===== config.mk =====
export PLATFORM = sky130hd
export DESIGN_NAME = iob_axistream_in
export DESIGN_NICKNAME = d
export VERILOG_FILES = /design/src/rtl/iob_axistream_in.sv
export SDC_FILE = /design/constraint.sdc
export NUM_CORES = 1
export LEC_CHECK = 0
export CAP_MARGIN = 10
export CORE_ASPECT_RATIO = 0.5
export CORE_MARGIN = 3
export CORE_UTILIZATION = 40
export CTS_BUF_LIST = sky130_fd_sc_hd__clkbuf_16
export DETAILED_ROUTE_END_ITERATION = 8
export PLACE_DENSITY = 0.57
export SYNTH_ARGS = -nofsm -noshare
export SYNTH_HDL_FRONTEND = slang
export SYNTH_SLANG_ARGS = --single-unit

===== constraint.sdc =====
create_clock -name clk -period 5.89 [get_ports clk]
set_input_delay 0.589 -clock clk [delete_from_list [all_inputs] [get_ports clk]]
set_output_delay 0.589 -clock clk [all_outputs]
set_load 0.05 [all_outputs]

===== src/rtl/iob_axistream_in.sv =====
// AXI-Stream sink on the IOb native bus: packs TDATA_W-bit samples little-endian
// into 32-bit words, tags each with {last, nbytes} and queues them for CPU reads.
module iob_axistream_in #(
  parameter int TDATA_W         = 8,
  parameter int FIFO_DEPTH_LOG2 = 4,
  parameter int DATA_W          = 32,
  parameter int ADDR_W          = 2
) (
  input  logic                clk,
  input  logic                rst,
  input  logic                valid,
  input  logic [ADDR_W-1:0]   address,
  input  logic [DATA_W-1:0]   wdata,
  input  logic [DATA_W/8-1:0] wstrb,
  output logic [DATA_W-1:0]   rdata,
  output logic                ready,
  input  logic [TDATA_W-1:0]  tdata,
  input  logic                tvalid,
  output logic                tready,
  input  logic                tlast
);

  localparam int N     = 32 / TDATA_W;
  localparam int CNT_W = (N > 1) ? $clog2(N) : 1;
  localparam int DEPTH = 2 ** FIFO_DEPTH_LOG2;
  localparam int LVL_W = FIFO_DEPTH_LOG2 + 1;
  localparam int BPS   = TDATA_W / 8;

  typedef enum logic [ADDR_W-1:0] {
    REG_DATA   = ADDR_W'(0),
    REG_STATUS = ADDR_W'(1),
    REG_CTRL   = ADDR_W'(2),
    REG_RSVD   = ADDR_W'(3)
  } reg_addr_t;

  logic [31:0]                mem_data [DEPTH];
  logic                       mem_last [DEPTH];
  logic [2:0]                 mem_nb   [DEPTH];
  logic [FIFO_DEPTH_LOG2-1:0] wptr, rptr;
  logic [LVL_W-1:0]           level;
  logic [CNT_W-1:0]           cnt;
  logic [31:0]                pack;
  logic                       underflow;

  logic        empty, full, rd_req, flush, accept, word_done, push, pop;
  logic [31:0] push_data;
  logic [2:0]  push_nb;
  logic [31:0] status;
  logic [DATA_W-1:0] rd_mux;
  logic        unused_wdata;

  assign empty     = (level == '0);
  assign full      = (level == LVL_W'(DEPTH));
  assign tready    = ~full;
  assign rd_req    = valid && (wstrb == '0);
  assign flush     = valid && (wstrb != '0) && (address == REG_CTRL) && wdata[0];
  // A flush in the same cycle as a handshake drops the sample.
  assign accept    = tvalid && tready && !flush;
  assign word_done = (cnt == CNT_W'(N - 1)) || tlast;
  assign push      = accept && word_done;
  assign pop       = rd_req && (address == REG_DATA) && !empty;
  assign push_data = pack | (32'(tdata) << (int'(cnt) * TDATA_W));
  assign push_nb   = 3'((int'(cnt) + 1) * BPS);
  assign unused_wdata = ^wdata[DATA_W-1:1];

  always_comb begin
    status      = '0;
    status[0]   = empty;
    status[1]   = full;
    status[2]   = empty ? 1'b0 : mem_last[rptr];
    status[5:3] = empty ? 3'd0 : mem_nb[rptr];
    status[6]   = underflow;
    status[15:8] = 8'(level);
  end

  always_comb begin
    rd_mux = '0;
    case (address)
      REG_DATA:   rd_mux = empty ? '0 : DATA_W'(mem_data[rptr]);
      REG_STATUS: rd_mux = DATA_W'(status);
      default:    rd_mux = '0;
    endcase
  end

  always_ff @(posedge clk) begin
    if (rst) begin
      wptr      <= '0;
      rptr      <= '0;
      level     <= '0;
      cnt       <= '0;
      pack      <= '0;
      underflow <= 1'b0;
      ready     <= 1'b0;
      rdata     <= '0;
    end else begin
      ready <= valid;
      rdata <= rd_req ? rd_mux : '0;
      if (flush) begin
        wptr      <= '0;
        rptr      <= '0;
        level     <= '0;
        cnt       <= '0;
        pack      <= '0;
        underflow <= 1'b0;
      end else begin
        if (rd_req && (address == REG_DATA) && empty) underflow <= 1'b1;
        if (accept) begin
          if (word_done) begin
            cnt  <= '0;
            pack <= '0;
          end else begin
            cnt  <= cnt + 1'b1;
            pack <= push_data;
          end
        end
        if (push) wptr <= wptr + 1'b1;
        if (pop)  rptr <= rptr + 1'b1;
        level <= level + LVL_W'(push) - LVL_W'(pop);
      end
    end
  end

  always_ff @(posedge clk) begin
    if (push) begin
      mem_data[wptr] <= push_data;
      mem_last[wptr] <= tlast;
      mem_nb[wptr]   <= push_nb;
    end
  end

endmodule


Word level (Yosys, flattened, before mapping)
Memories as Yosys holds them, arrays and structs flattened. A register that Yosys moved wholly into a read port is not among the register bits.
Cells that the tools add are included.
{ "totals": {"regBits": 81, "ramBits": 576, "input_bits": 51, "word_cells": 58, "n_memories": 3} }
{ "classes": {"addsub": 6, "n_eq_ne": 4, "shift": 1, "mux": 14, "bitwise_logic": 3, "reduce_logical": 19} }
{ "memory_table": {"columns": ["name", "depth", "width", "read_ports", "rd_clocked_by_memory_dff", "wr", "line", "rtl"], "rows": [
  ["mem_data", 16, 32, 1, 1, 1, "36", "logic [31:0] mem_data [DEPTH];"],
  ["mem_nb", 16, 3, 1, 1, 1, "38", "logic [2:0] mem_nb [DEPTH];"],
  ["mem_last", 16, 1, 1, 1, 1, "37", "logic mem_last [DEPTH];"]
]} }
{ "ops": {"columns": ["operator", "n"], "rows": [
  ["32-bit two-way mux", 2],
  ["32-bit case mux with 2 select lines", 1],
  ["32-bit OR", 1],
  ["8-bit by 5-bit left shift with 32-bit output", 1],
  ["4-bit two-way mux", 6],
  ["1-bit logical AND", 10],
  ["4-bit by 1-bit adder with 4-bit output, second input constant", 2],
  ["5-bit by 1-bit adder with 5-bit output", 1],
  ["5-bit equality test, second input constant", 1],
  ["5-bit zero test", 1],
  ["5-bit by 1-bit subtractor with 5-bit output", 1],
  ["2-bit equality test, second input constant", 2],
  ["4-bit zero test", 1],
  ["4-bit nonzero test", 1],
  ["2-bit OR reduction", 2],
  ["2-bit by 1-bit adder with 3-bit output, second input constant", 1],
  ["1-bit two-way mux", 3],
  ["3-bit two-way mux", 1],
  ["2-bit by 1-bit adder with 2-bit output, second input constant", 1],
  ["2-bit by 1-bit equality test with 1-bit output, second input constant", 1],
  ["1-bit zero test", 2],
  ["2-bit zero test", 1],
  ["2-bit two-way mux", 1],
  ["1-bit inverter", 2],
  ["1-bit logical OR", 1]
]} }

Longest topological paths before layout
{ "logic_depth": {"ltp_word": 9, "depth_mapped": 15} }

Least setup slack after synthesis
Ideal clock, no wire load.
{ "synth_path": {"path_type": "input port to flip-flop", "from": "input port wstrb[1]", "to": "memory mem_data[0][0], enable pin", "setup_ns": 0.474, "t_arrival_ns": 4.268, "required_ns": 5.416, "setup_slack_ns": 1.148, "cell_stages": 4, "path_buffers": 0, "path_cell_list": "or4_4 > a2111oi_4 > nand2_1 > nor3_1"} }
{ "synth_via": {"elab_chain_len": 9} }
{ "synth_lines": {"columns": ["item", "line", "rtl"], "rows": [
  ["from (decl)", "14", "input logic [DATA_W/8-1:0] wstrb,"],
  ["4-bit nonzero test", "56", "assign flush = valid && (wstrb != '0) && (address == REG_CTRL) && wdata[0];"],
  ["1-bit logical AND (3 in series)", "56", null],
  ["1-bit zero test", "58", "assign accept = tvalid && tready && !flush;"],
  ["1-bit logical AND", "58", null],
  ["1-bit logical AND", "60", "assign push = accept && word_done;"],
  ["1-bit two-way mux", "124", "if (push) begin"],
  ["1-bit two-way mux (not written as such)", "125", "mem_data[wptr] <= push_data;"],
  ["to (decl)", "36", null]
]} }
Every way passes these cells.

Final worst setup path
{ "layout_path": {"from": "register cnt[1]", "to": "memory mem_data[3][20], enable pin"} }
{ "layout_via": {"elab_chain_len": 5} }
{ "layout_lines": {"columns": ["item", "line", "rtl"], "rows": [
  ["from (decl)", "41", "logic [CNT_W-1:0] cnt;"],
  ["from (signal assigned)", "112", "cnt <= cnt + 1'b1;"],
  ["2-bit equality test", "59", "assign word_done = (cnt == CNT_W'(N - 1)) || tlast;"],
  ["1-bit logical OR", "59", null],
  ["1-bit logical AND", "60", null],
  ["1-bit two-way mux", "124", null],
  ["1-bit two-way mux (not written as such)", "125", null]
]} }
Every way passes these cells.

==> impl_metrics.tcl <==
set metrics [dict create \
    status "finished clean" \
    r2r_slack_ns 2.10 \
    port_buffers 53 \
    drive_gt1_frac 0.198 \
    setup_violations 0 \
    multi_input_area_sq_um 5920 \
    fp-row-count 64 \
    drc 0 \
    endpoint_kind "register" \
    avgViaCountPerCell 5.54 \
    seq_area_sq_um 19000 \
    synth_cell_types 44 \
    dp_slack_ns 1.50 \
    wl_per_cell_um 24.9 \
    stdcell_count 2235 \
    fin_crit_ns 3.79 \
    switching_power_uw 2010 \
    place_congestion 0.777 \
    tns_ns 0 \
    via_count 12400 \
    finalClockSkew_ns 0.0154 \
    htree_levels 2 \
    cts_made_buffers 60 \
    postCtsResizedCells 0 \
    cts_root_buf "clkbuf_16" \
    r2r_end "mem_data[3][20]" \
    clk_path_buf_depth 3 \
    die_x_um 361 \
    synth_edf_count 576 \
    synth_top_cell_area_share 0.687 \
    worstHoldStart "pack[19]" \
    worstSetupStartpointType "register" \
    avgSynthCellArea_sq_um 19.7 \
    p_clk_frac 0.389 \
    crit_arrival_ns 4.06 \
    max_freq_mhz 264 \
    power.density_nw_per_um2 327 \
    post_cts_buffers 0 \
    critical_path_required_ns 6.16 \
    drt.antenna.violating_nets 0 \
    swShare 0.214 \
    finalMaxSlewViolations 0 \
    hpwl_um 32500 \
    ir_drop_mv 0.255 \
    n_antenna_cell 0 \
    r2r_cells 6 \
    yosys_register_bits 661 \
    p_int_uw 7400 \
    rsz0062_at_grt "false" \
    worstHoldPathCells 2 \
    ys_async_sr_fraction 0 \
    clock-sinks 661 \
    hold_class "reg -> reg" \
    p_leak_uw 0.00907 \
    yosys_most_used_dff "edfxtp_1" \
    synth_area_leader_cell "edfxtp_1" \
    nets 1423 \
    finalHoldViolCount 0 \
    grt_pass1_vias 12900 \
    ys_top_cells_by_area "edfxtp_1, mux4_2, dfxtp_1, mux2i_1, a211oi_1" \
    grt_overflow 0 \
    reg2reg_from "cnt[1]" \
    holdPathEnd "pack[19]" \
    ctsHoldBuffers 0 \
    antenna_found_initial 0 \
    coreArea_sq_um 61700 \
    yosysWarnings 0 \
    grt_max_degree 71 \
    power_frac_comb 0.052 \
    clock_latency_ns 0.60 \
    place_inst 2122 \
    fillers 5130 \
    cap_violations 0 \
    maxSlewHeadroom 0.242 \
    pin_count 85 \
    clk_pin_slew_ns 0.07 \
    cts_tree "built" \
    track_usage 0.168 \
    syn2layout_area_growth_pct 14.3 \
    grt_pass1_wl_um 83000 \
    critical_path_class "reg -> reg" \
    drt_wl_total_um 55700 \
    die_area_sq_um 66100 \
    synth_area_sq_um 25200 \
    fin_crit_sh 0.643 \
    syn_inst 1280 \
    ys_seq_area_frac 0.755 \
    drt_first_pass_iters 5 \
    finalWorstSetupSlack_ns 2.10 \
    drtIter0Drc 1206 \
    cp_max_fo 29 \
    die_h_um 183 \
    initial_core_util 0.408 \
    pwr-share-seq 0.559 \
    worst_slew_pin_slew_ns 1.12 \
    synth_nets 1344 \
]
==> power groups by stage <==
stage / Combinational [uW] / Clock (uW) / Sequential, uW
2_1_floorplan: 297 / 0 / 5360
3_3_place_gp: 476 / 0 / 5360
3_5_place_dp: 490 / 0 / 5360
4_1_cts: 493 / 3740 / 5260
5_1_grt: 531 / 3930 / 5260
6_report: 489 / 3660 / 5260
==> area by class of cell <==
class	count	share of cell area
Clock inverter	53	0.0116
Clock buffer	60	0.0522
Multi-Input combinational cell	530	0.206
Inverter	16	0.00209
Sequential cell	661	0.661
Tap cell	825	0.0359
Timing Repair Buffer	90	0.0307
==> logic make-up after synthesis <==
| group | count (synthesis) | share of synthesized area |
|---|---|---|
| multiplexers | 183 | 0.139 |
| AO/OA/AOI/OAI | 174 | 0.0503 |
| adder cells (fa/ha/maj) | 13 | 0.00676 |
| buffers and inverters | 89 | 0.0149 |
| AND/OR/NAND/NOR | 154 | 0.0314 |
| flip-flops | 661 | 0.755 |
| XOR/XNOR | 6 | 0.00209 |
==> Yosys cell counts (6+ instances only) <==
cell type,count
a211oi_1,40
a21o_1,34
a21oi_1,45
a22o_1,8
a22oi_1,21
buf_1,19
buf_2,27
clkbuf_1,25
dfxtp_1,85
edfxtp_1,576
ha_1,12
inv_1,15
mux2i_1,49
mux4_2,134
nand2_1,19
nand2b_1,10
nor2_1,61
nor2b_1,31
nor3_1,6
o21ai_0,9
or3_1,7
==> per-stage QoR <==
| step | area (sq um) | hold WS (ns) | power, uW | util |
|---|---|---|---|---|
| after floorplan | 25200 | 0.437 | 5650 | - |
| after global placement | 26900 | 0.448 | 5830 | 0.436 |
| after detailed placement | 26900 | 0.457 | 5850 | 0.436 |
| after CTS | 28700 | 0.475 | 9490 | 0.466 |
| after global routing | 28700 | 0.509 | 9730 | 0.466 |
| final | 28700 | 0.473 | 9410 | 0.466 |
==> flip-flops by register name, indices dropped and copies added, names as in the netlist, named ones only <==
| signal | cells |
|---|---|
| cnt | 2 |
| level | 5 |
| ready | 1 |
| mem_nb | 48 |
| rptr | 4 |
| mem_data | 512 |
| mem_last | 16 |
| wptr | 4 |
| underflow | 1 |
| rdata | 32 |
| pack | 32 |
==> layer usage <==
layer | vias up | track usage | share of wire
met2 | 357 | 0.275 | 0.48
li1 | 5354 | - | -
met4 | 0 | 0.0310 | 0.014
met1 | 6598 | 0.241 | 0.44
met5 | - | 0 | 0
met3 | 64 | 0.0285 | 0.062
==> critical path: stages (launching register included) <==
cell       delay [ns]
dfxtp_1          0.48
ha_1             0.66
nor2_1           0.30
a2111oi_4        0.47
nand2_1          0.34
nor3_2           0.82
buf_12           0.36
==> worst max path at each step <==
stage	startpoint	to	slack (ns)	cells after the start
finish	cnt[1]	mem_data[3][20]	2.10	6
global route	cnt[1]	level[4]	1.87	13
CTS	cnt[1]	mem_data[0][19]	2.07	6
detailed placement	address[0]	mem_data[2][20]	1.50	6
global placement	address[0]	level[4]	1.49	13
floorplan	wstrb[1]	mem_data[0][0]	1.15	4
==> cells in the final DEF, fill, tap and decap left out, types with 21 or more instances in the layout <==
cell / instances
a211oi_1: 40
inv_1: 34
buf_4: 31
nor2_1: 49
clkinv_1: 21
mux4_2: 134
clkbuf_16: 60
edfxtp_1: 576
dfxtp_1: 81
a21o_1: 34
clkdlybuf4s50_1: 53
a22oi_1: 21
nor2b_1: 31
mux2i_1: 49
a21oi_1: 45
Power figures use the tool's default switching activity.
